## src/rtl/axi_fifo_pkg.sv

```systemverilog
// rtl/axi_fifo_pkg.sv - shared response codes, FSM state types and clog2 helper for axi_fifo_mux_data
package axi_fifo_pkg;

  localparam logic [1:0] AXI_RESP_OKAY   = 2'b00;
  localparam logic [1:0] AXI_RESP_SLVERR = 2'b10;
  localparam logic [1:0] AXI_RESP_DECERR = 2'b11;

  typedef enum logic [1:0] {R_IDLE, R_ADDR, R_DATA, R_ERR} rd_state_t;
  typedef enum logic [1:0] {W_IDLE, W_DATA, W_RESP} wr_state_t;

  // Smallest r with 2**r >= n (0 for n <= 1).
  function automatic int clog2(input int n);
    int r;
    r = 0;
    while ((1 << r) < n) r++;
    return r;
  endfunction

endpackage

```

## src/rtl/axi_fifo_ch_buf.sv

```systemverilog
// rtl/axi_fifo_ch_buf.sv - synchronous show-ahead sample FIFO, one per stream channel
module axi_fifo_ch_buf
  import axi_fifo_pkg::*;
#(
  parameter int W     = 24,
  parameter int DEPTH = 16
) (
  input  logic         clk,
  input  logic         rst,
  input  logic         push,
  input  logic [W-1:0] din,
  input  logic         pop,
  output logic         full,
  output logic         empty,
  output logic [W-1:0] head
);

  localparam int AW = clog2(DEPTH);
  localparam logic [AW-1:0] PTR_ONE = 1;
  localparam logic [AW:0]   CNT_ONE = 1;

  logic [W-1:0]  mem [DEPTH];
  logic [AW-1:0] wr_ptr_q, wr_ptr_d, rd_ptr_q, rd_ptr_d;
  logic [AW:0]   cnt_q, cnt_d;
  logic          do_push, do_pop;

  // DEPTH is a power of two, so the count MSB alone marks full.
  assign full    = cnt_q[AW];
  assign empty   = (cnt_q == '0);
  assign head    = mem[rd_ptr_q];
  assign do_push = push && !full;
  assign do_pop  = pop && !empty;

  // Next pointers and occupancy; simultaneous push and pop leave the count alone.
  always_comb begin
    wr_ptr_d = wr_ptr_q;
    rd_ptr_d = rd_ptr_q;
    cnt_d    = cnt_q;
    if (do_push) wr_ptr_d = wr_ptr_q + PTR_ONE;
    if (do_pop)  rd_ptr_d = rd_ptr_q + PTR_ONE;
    case ({do_push, do_pop})
      2'b10:   cnt_d = cnt_q + CNT_ONE;
      2'b01:   cnt_d = cnt_q - CNT_ONE;
      default: cnt_d = cnt_q;
    endcase
  end

  // Pointer/count registers; clearing them empties the buffer.
  always_ff @(posedge clk) begin
    if (rst) begin
      wr_ptr_q <= '0;
      rd_ptr_q <= '0;
      cnt_q    <= '0;
    end else begin
      wr_ptr_q <= wr_ptr_d;
      rd_ptr_q <= rd_ptr_d;
      cnt_q    <= cnt_d;
    end
  end

  // Sample storage, written at the tail.
  always_ff @(posedge clk) begin
    if (do_push) mem[wr_ptr_q] <= din;
  end

endmodule

```

## src/rtl/axi_fifo_mux_data.sv

```systemverilog
// rtl/axi_fifo_mux_data.sv - AXI4 read-only slave draining per-channel stream FIFOs (AXI_FIFO_SIGN_EXT_EN selects sign extension)
module axi_fifo_mux_data
  import axi_fifo_pkg::*;
#(
  parameter int S_AXI_ID_WIDTH    = 1,
  parameter int S_AXI_DATA_WIDTH  = 32,
  parameter int S_AXI_ADDR_WIDTH  = 8,
  parameter int S_AXIS_DATA_WIDTH = 24,
  parameter int NUM_CH            = 4,
  parameter int CH_SEL_LSB        = 4,
  parameter int FIFO_DEPTH        = 16
) (
  input  logic                                clk,
  input  logic                                rst,
  input  logic [S_AXI_ID_WIDTH-1:0]           s_axi_awid,
  input  logic [S_AXI_ADDR_WIDTH-1:0]         s_axi_awaddr,
  input  logic [7:0]                          s_axi_awlen,
  input  logic [2:0]                          s_axi_awsize,
  input  logic [1:0]                          s_axi_awburst,
  input  logic                                s_axi_awvalid,
  output logic                                s_axi_awready,
  input  logic [S_AXI_DATA_WIDTH-1:0]         s_axi_wdata,
  input  logic [S_AXI_DATA_WIDTH/8-1:0]       s_axi_wstrb,
  input  logic                                s_axi_wlast,
  input  logic                                s_axi_wvalid,
  output logic                                s_axi_wready,
  output logic [S_AXI_ID_WIDTH-1:0]           s_axi_bid,
  output logic [1:0]                          s_axi_bresp,
  output logic                                s_axi_bvalid,
  input  logic                                s_axi_bready,
  input  logic [S_AXI_ID_WIDTH-1:0]           s_axi_arid,
  input  logic [S_AXI_ADDR_WIDTH-1:0]         s_axi_araddr,
  input  logic [7:0]                          s_axi_arlen,
  input  logic [2:0]                          s_axi_arsize,
  input  logic [1:0]                          s_axi_arburst,
  input  logic                                s_axi_arvalid,
  output logic                                s_axi_arready,
  output logic [S_AXI_ID_WIDTH-1:0]           s_axi_rid,
  output logic [S_AXI_DATA_WIDTH-1:0]         s_axi_rdata,
  output logic [1:0]                          s_axi_rresp,
  output logic                                s_axi_rlast,
  output logic                                s_axi_rvalid,
  input  logic                                s_axi_rready,
  input  logic [NUM_CH-1:0]                   s_axis_tvalid,
  output logic [NUM_CH-1:0]                   s_axis_tready,
  input  logic [NUM_CH*S_AXIS_DATA_WIDTH-1:0] s_axis_tdata,
  input  logic [NUM_CH-1:0]                   s_axis_tlast
);

  localparam int SW      = S_AXIS_DATA_WIDTH;
  localparam int DW      = S_AXI_DATA_WIDTH;
  localparam int CH_BITS = (NUM_CH > 1) ? clog2(NUM_CH) : 1;
  localparam int NSLOT   = 1 << CH_BITS;

  // Every output is forced low while reset is held.
  logic live;
  assign live = !rst;

  // Slots beyond NUM_CH exist only so any decoded index is in range.
  logic [SW-1:0]    head [NSLOT];
  logic [NSLOT-1:0] empty_v;
  logic [NSLOT-1:0] pop_v;

  for (genvar k = 0; k < NSLOT; k++) begin : g_ch
    if (k < NUM_CH) begin : g_buf
      logic full_k;
      axi_fifo_ch_buf #(.W(SW), .DEPTH(FIFO_DEPTH)) u_buf (
        .clk   (clk),
        .rst   (rst),
        .push  (s_axis_tvalid[k] && s_axis_tready[k]),
        .din   (s_axis_tdata[k*SW +: SW]),
        .pop   (pop_v[k]),
        .full  (full_k),
        .empty (empty_v[k]),
        .head  (head[k])
      );
      assign s_axis_tready[k] = live && !full_k;
    end else begin : g_none
      assign empty_v[k] = 1'b1;
      assign head[k]    = '0;
    end
  end

  rd_state_t                 rs_q, rs_d;
  logic [S_AXI_ID_WIDTH-1:0] rid_q, rid_d;
  logic [7:0]                len_q, len_d;
  logic [7:0]                beat_q, beat_d;
  logic [CH_BITS-1:0]        ch_q, ch_d;
  logic                      r_valid_int, r_last_int, r_hs;
  logic [SW-1:0]             head_sel;
  logic [DW-1:0]             head_ext;

  assign head_sel = head[ch_q];
`ifdef AXI_FIFO_SIGN_EXT_EN
  assign head_ext = {{(DW-SW){head_sel[SW-1]}}, head_sel};
`else
  assign head_ext = {{(DW-SW){1'b0}}, head_sel};
`endif

  assign r_valid_int = ((rs_q == R_DATA) && !empty_v[ch_q]) || (rs_q == R_ERR);
  assign r_last_int  = r_valid_int && (beat_q == len_q);
  assign r_hs        = live && r_valid_int && s_axi_rready;

  assign s_axi_arready = live && (rs_q == R_ADDR);
  assign s_axi_rvalid  = live && r_valid_int;
  assign s_axi_rlast   = live && r_last_int;
  assign s_axi_rresp   = (live && rs_q == R_ERR) ? AXI_RESP_DECERR : AXI_RESP_OKAY;
  assign s_axi_rdata   = (live && rs_q == R_DATA && !empty_v[ch_q]) ? head_ext : '0;
  assign s_axi_rid     = live ? rid_q : '0;

  // Only the selected channel pops, and only on a data-phase handshake.
  always_comb begin
    pop_v = '0;
    if (r_hs && rs_q == R_DATA) pop_v[ch_q] = 1'b1;
  end

  // Read FSM next state: capture the request, one arready cycle, then stream or error beats.
  always_comb begin
    rs_d   = rs_q;
    rid_d  = rid_q;
    len_d  = len_q;
    beat_d = beat_q;
    ch_d   = ch_q;
    case (rs_q)
      R_IDLE: if (s_axi_arvalid) begin
        rs_d  = R_ADDR;
        rid_d = s_axi_arid;
        len_d = s_axi_arlen;
        ch_d  = s_axi_araddr[CH_SEL_LSB +: CH_BITS];
      end
      R_ADDR: begin
        beat_d = '0;
        rs_d   = (32'(ch_q) < NUM_CH) ? R_DATA : R_ERR;
      end
      R_DATA, R_ERR: if (r_hs) begin
        beat_d = beat_q + 8'd1;
        if (r_last_int) rs_d = R_IDLE;
      end
      default: rs_d = R_IDLE;
    endcase
  end

  // Read FSM registers.
  always_ff @(posedge clk) begin
    if (rst) begin
      rs_q   <= R_IDLE;
      rid_q  <= '0;
      len_q  <= '0;
      beat_q <= '0;
      ch_q   <= '0;
    end else begin
      rs_q   <= rs_d;
      rid_q  <= rid_d;
      len_q  <= len_d;
      beat_q <= beat_d;
      ch_q   <= ch_d;
    end
  end

  wr_state_t                 ws_q, ws_d;
  logic [S_AXI_ID_WIDTH-1:0] bid_q, bid_d;

  assign s_axi_awready = live && (ws_q == W_IDLE);
  assign s_axi_wready  = live && (ws_q == W_DATA);
  assign s_axi_bvalid  = live && (ws_q == W_RESP);
  assign s_axi_bresp   = (live && ws_q == W_RESP) ? AXI_RESP_SLVERR : AXI_RESP_OKAY;
  assign s_axi_bid     = live ? bid_q : '0;

  // Write FSM next state: accept address, sink data beats, answer SLVERR.
  always_comb begin
    ws_d  = ws_q;
    bid_d = bid_q;
    case (ws_q)
      W_IDLE: if (s_axi_awvalid) begin
        ws_d  = W_DATA;
        bid_d = s_axi_awid;
      end
      W_DATA:  if (s_axi_wvalid && s_axi_wlast) ws_d = W_RESP;
      W_RESP:  if (s_axi_bready) ws_d = W_IDLE;
      default: ws_d = W_IDLE;
    endcase
  end

  // Write FSM registers.
  always_ff @(posedge clk) begin
    if (rst) begin
      ws_q  <= W_IDLE;
      bid_q <= '0;
    end else begin
      ws_q  <= ws_d;
      bid_q <= bid_d;
    end
  end

endmodule
```

## config.mk

```make
export PLATFORM = sky130hd
export DESIGN_NAME = axi_fifo_mux_data
export DESIGN_NICKNAME = d
export VERILOG_FILES = /design/src/rtl/axi_fifo_pkg.sv /design/src/rtl/axi_fifo_ch_buf.sv /design/src/rtl/axi_fifo_mux_data.sv
export SDC_FILE = /design/constraint.sdc
export NUM_CORES = 1
export LEC_CHECK = 0
export CAP_MARGIN = 20
export CORE_AREA = 2 2 344 346
export DETAILED_ROUTE_END_ITERATION = 6
export DIE_AREA = 0 0 346 348
export PLACE_DENSITY = 0.84
export SLEW_MARGIN = 20
export SYNTH_ARGS = -nofsm -noshare
export SYNTH_HDL_FRONTEND = slang
export SYNTH_SLANG_ARGS = --single-unit
```

## constraint.sdc

```tcl
create_clock -name clk -period 4.3 [get_ports clk]
set_clock_uncertainty 0.2 [all_clocks]
set_input_delay 1.075 -clock clk [delete_from_list [all_inputs] [get_ports clk]]
set_output_delay 1.075 -clock clk [all_outputs]
set_load 0.03 [all_outputs]
```

---- Yosys cells after proc, flatten, opt, wreduce, memory -nomap -nowiden ----
Memory sizes are Yosys's and may differ from the RTL's. A register that Yosys moved wholly into a read port is not among the register bits.
Index checks and enable logic that the tools add are counted.
word-level totals
  RAM bits ................................ 1,536
  logic and storage cells ................. 166
  output and inout bits ................... 48
  register bits ........................... 76
  memories kept ........................... 4
memories
  memory                   words  bits a word  rd ports  clocked after Yosys merged registers in  wr ports  line                   RTL
  g_ch[0].g_buf.u_buf.mem  16     24           1         1                                        1         axi_fifo_ch_buf.sv:22  logic [W-1:0] mem [DEPTH];
  g_ch[1].g_buf.u_buf.mem  16     24           1         1                                        1         axi_fifo_ch_buf.sv:22
  g_ch[2].g_buf.u_buf.mem  16     24           1         1                                        1         axi_fifo_ch_buf.sv:22
  g_ch[3].g_buf.u_buf.mem  16     24           1         1                                        1         axi_fifo_ch_buf.sv:22
cells by class
  bitwise logic cells ..................... 1
  eq/ne operators ......................... 20
  add/sub/neg operators ................... 17
  mux-type cells .......................... 43
  $lt $le $gt $ge ......................... 3
  reductions and logical operators ........ 59
operators by type and width
  cell                 number
  $mux 24              3
  $bmux 24 s2          1
  $pmux 5 s2           4
  $mux 4               9
  $add 4x1->4 const B  8
  $logic_and 1x1->1    31
  $add 5x1->5 const B  4
  $logic_not 5->1      4
  $sub 5x1->5 const B  4
  $mux 2               8
  $pmux 8 s2           1
  $eq 2x2->1 const B   7
  $eq 2x1->1 const B   6
  $mux 1               12
  $pmux 2 s3           2
  $logic_not 1->1      10
  $ne 2x2->1 const B   5
  $reduce_bool 2->1    5
  $add 8x1->8 const B  1
  $eq 8x8->1           1
  $mux 8               1
  $reduce_and 2->1     3
  $reduce_and 3->1     2
  $logic_not 2->1      2
  9 further kinds      9

---- Logic depth before layout (Yosys ltp) ----
  depth in word-level cells ............... 13
  depth in mapped cells ................... 15

---- Hierarchy ----
A second synthesis with hierarchy kept.
second synthesis, totals
  cell total of the unflattened synthesis .. 2,830
  area total of the unflattened synthesis .. 63,520.9 sq um
modules (own cells, without submodules)
  module             area an instance (sq um)  sequential area each (sq um)  instances  cells an instance
  axi_fifo_ch_buf    15,349.7                  11,871.4                      4          648
  axi_fifo_mux_data  2,122.0                   480.5                         1          238

---- Worst setup path after synthesis ----
OpenSTA, ideal clock, no wires.
  kind .................................... input port to flip-flop
  start point ............................. input rst
  end point ............................... memory g_ch[2].g_buf.u_buf.mem[3][0] (enable)
  data required time ...................... 3.665 ns
  library setup time ...................... 0.435 ns
  path buffers ............................ 2
  slack ................................... -0.367 ns
  arrival ................................. 4.032 ns
  cell stages on the path ................. 6
  cell sequence ........................... buf_1 -> nor2_1 -> and2_1 -> clkbuf_1 -> nand2_1 -> nor3_1
on the way
  cells in the longest elaborated chain, start to end .. 6
ends and longest elaborated chain
  element                       line                     RTL
  from (decl)                   axi_fifo_mux_data.sv:14  input logic rst,
  $logic_not 1->1               axi_fifo_mux_data.sv:57  assign live = !rst;
  $logic_and 1x1->1             axi_fifo_mux_data.sv:77  assign s_axis_tready[k] = live && !full_k;
  named net s_axis_tready[2]    axi_fifo_mux_data.sv:45  output logic [NUM_CH-1:0] s_axis_tready,
  $logic_and 1x1->1             axi_fifo_mux_data.sv:70  .push (s_axis_tvalid[k] && s_axis_tready[k]),
  $logic_and 1x1->1             axi_fifo_ch_buf.sv:31    assign do_push = push && !full;
  $mux 1                        axi_fifo_ch_buf.sv:63    if (do_push) mem[wr_ptr_q] <= din;
  $mux 1 (implied by the code)  axi_fifo_ch_buf.sv:63
  to (decl)                     axi_fifo_ch_buf.sv:22
The timed path passes the listed nets, and every way through them passes these cells.

==> impl_metrics.tcl <==
set metrics [dict create \
    first_pass_iters 7 \
    crit_arrival_ps 3390 \
    syn_area_per_cell_sq_um 19.36 \
    wirelength_mm 166.0 \
    netlist_area_sq_mm 0.06364 \
    wl_met3_mm 19.90 \
    numCtsBuffers 159 \
    final_cell_mix "edfxtp_1 (1,536), mux4_2 (288), mux2i_1 (252)" \
    ys.flop_type "edfxtp_1" \
    syn_to_final_growth_pct 18.19 \
    crit_fanout 7 \
    reg2reg_to "g_ch[2].g_buf.u_buf.cnt_q[4]" \
    hold_viol 0 \
    status "finished, violations left" \
    ctsRootBufferMaster "clkbuf_16" \
    path_cells "buf_12 > buf_8 > buf_6 > mux4_2 > a22oi_2 > nand4_1 > a22oi_2 > nand2_4 > buf_12" \
    ant_nets 0 \
    reg2reg_depth 13 \
    wl_per_cell_um 31.08 \
    dieHeight_um 348 \
    min_from "bid_q" \
    htreeDepth 4 \
    postSynthCellCount 3287 \
    hp-class "reg -> reg" \
    synth_area_leader_cell "edfxtp_1" \
    num_rows 126 \
    design_area_sq_mm 0.07522 \
    r2r-start "rs_q[1]" \
    yosysTopAreaCellShare_pct 72.48 \
    ir_drop_mv 0.3868 \
    overflow 0 \
    gp_routability_congestion 0.8358 \
    crit_slowest_cell "mux4_2" \
    p_leak_nw 23.54 \
    drcViolationCount 2 \
    finalSetupTns_ps -4977 \
    async_flop_share_pct 0 \
    die_x_um 346 \
    critPathCaptureType "primary output" \
    ys_ff_latch 1628 \
    violations "DRC, setup timing" \
    finalMaxSlewViolations 0 \
    die-area_sq_mm 0.1204 \
    fmax_mhz 214.5 \
    cap_violations 0 \
    max_slew_margin_pct 51.25 \
    ys_warn_count 0 \
    utilization_pct 64.30 \
    antenna_found_initial 15 \
    io_buffers 158 \
    post-route-period-util_pct 108.4 \
    synth_edf_count 1536 \
    grt_first_pass_wirelength_mm 239.5 \
    cts_buffer_depth 3 \
    critPathKind "reg -> out" \
    grt_max_degree 43 \
    start_kind "flop" \
    yosysUniqueCellTypes 62 \
    reg2reg_setup_slack_ps 900 \
    ios 240 \
    cts_tree "built" \
    start_util_pct 54.40 \
    top_layer_used "met5" \
    finalPower_mw 32.27 \
    ys_seq_area_share_pct 75.37 \
    yosys-top-cells-area "edfxtp_1 (72%), mux4_2 (10%), mux2i_1 (4.0%), dfxtp_1 (2.9%), a22oi_1 (1.4%)" \
    rsz0062_at_grt "true" \
    grt_util_all_layers_pct 27.58 \
    worstMarginPinSlew_ps 729.6 \
    slowest_delay_ps 540 \
    num_vias 34460 \
    setup_slack_ps -360.9 \
    drtIter0Drc 4732 \
    whs_endpoint "bid_q" \
    power_density_mw_per_mm2 429.0 \
    placed_cell_area_sq_mm 0.06861 \
    layout-drive-gt1-share_pct 25.46 \
    core_sq_mm 0.1170 \
    final_common_cell "edfxtp_1" \
    clk_pin_slew_ps 70 \
    setup_violations 24 \
    dp_hpwl_mm 91.46 \
    finalNetCount 3888 \
    clock-sinks 1628 \
    timing.final.crit_period_ps 4661 \
    route.met2.wl_mm 83.39 \
    hold_slack_ps 269.5 \
    grt_pass1_vias 35390 \
    viasPerCell 6.450 \
    hold-path-cell-count 2 \
    worstPathRequired_ps 3020 \
    drt-met1-wl_mm 54.30 \
    clkLatencyLatePin_ps 800 \
]
repair_timing:
action                     CTS  global route
hold buffers                 0             0
cloned                       8             1
setup buffers               27             9
gates resized for setup    165            34
setup endpoints to repair   26            26
pin swaps                   53            26
registers in the layout (all words and copies together) (netlist names), named ones only:
register / cells
g_ch.g_buf.u_buf.wr_ptr_q: 16
rs_q: 2
ws_q: 2
beat_q: 8
g_ch.g_buf.u_buf.cnt_q: 20
rid_q: 1
ch_q: 2
len_q: 8
g_ch.g_buf.u_buf.mem: 1536
bid_q: 1
g_ch.g_buf.u_buf.rd_ptr_q: 16
critical path, delay by kind of cell, from the launching register on:
kind	cells	cell delay, ps
simple gates	2	520
buf+inv	4	570
compound gates	2	550
mux	1	540
flops	1	410
logic make-up after synthesis:
kind of cell / Yosys count / synth area share, %
AOI/OAI and AO/OA: 344 / 3.771
and+or+nand+nor: 459 / 3.580
other: 1 / 0.005892
muxes: 557 / 14.45
xor gates and xnor gates: 50 / 0.6881
buffers and inverters: 214 / 1.463
adders and majority gates: 34 / 0.6685
DFF: 1628 / 75.37
power by group:
| part | switching, mW | total [mW] | internal [mW] |
|---|---|---|---|
| Clock | 6.14 | 13.9 | 7.74 |
| Combinational | 0.607 | 0.898 | 0.291 |
| Sequential | 0.0586 | 17.5 | 17.4 |
through the flow:
stage	std cells	setup WS, ps
finish	5342	-360.9
CTS	5321	-233.9
global placement	4993	64.34
global route	5336	-431.5
detailed placement	4993	52.55
floorplan	3295	146.5
metal layers:
| metal | track usage, % | vias to the layer above |
|---|---|---|
| met3 | 7.333 | 462 |
| met4 | 13.38 | 6 |
| met5 | 0 | - |
| li1 | - | 14100 |
| met2 | 46.02 | 2486 |
| met1 | 33.61 | 17400 |
how the worst max path moves through the flow:
| stage | start | to | slack [ps] | depth (start not counted) |
|---|---|---|---|---|
| after floorplan | rst | g_ch[2].g_buf.u_buf.cnt_q[4] | 150 | 15 |
| after global placement | s_axi_rready | g_ch[1].g_buf.u_buf.cnt_q[4] | 60 | 14 |
| after detailed placement | s_axi_rready | g_ch[1].g_buf.u_buf.cnt_q[4] | 50 | 14 |
| after CTS | flop | s_axi_rdata[10] | -230 | 6 |
| after global routing | flop | s_axi_rdata[0] | -430 | 9 |
| final | flop | s_axi_rdata[0] | -360 | 9 |
cells in the mapped netlist, types with 28 or more instances:
cell type and n:
a22oi_1 121, buf_1 28, nor2_1 88, mux2i_1 253, edfxtp_1 1536, dfxtp_1 92, nand3_1 53, clkbuf_1 122
a211oi_1 36, and2_1 58, buf_2 28, o21ai_0 29, a21oi_1 78, xor2_1 29, nand2_1 130, ha_1 34
nor2b_1 44, mux4_2 288
final cells by class:
| cell class | instances | area, sq um |
|---|---|---|
| multi-input cells | 1453 | 15470 |
| clock buffers | 193 | 4180 |
| fillers | 7186 | 41760 |
| inverters | 18 | 67.56 |
| flip-flops and latches | 1628 | 48010 |
| diodes | 12 | 30.03 |
| well taps | 1536 | 1922 |
| repair buffers | 402 | 4548 |
| clock inverters | 100 | 993.5 |
Note: power is estimated with default switching activity, not from simulation.
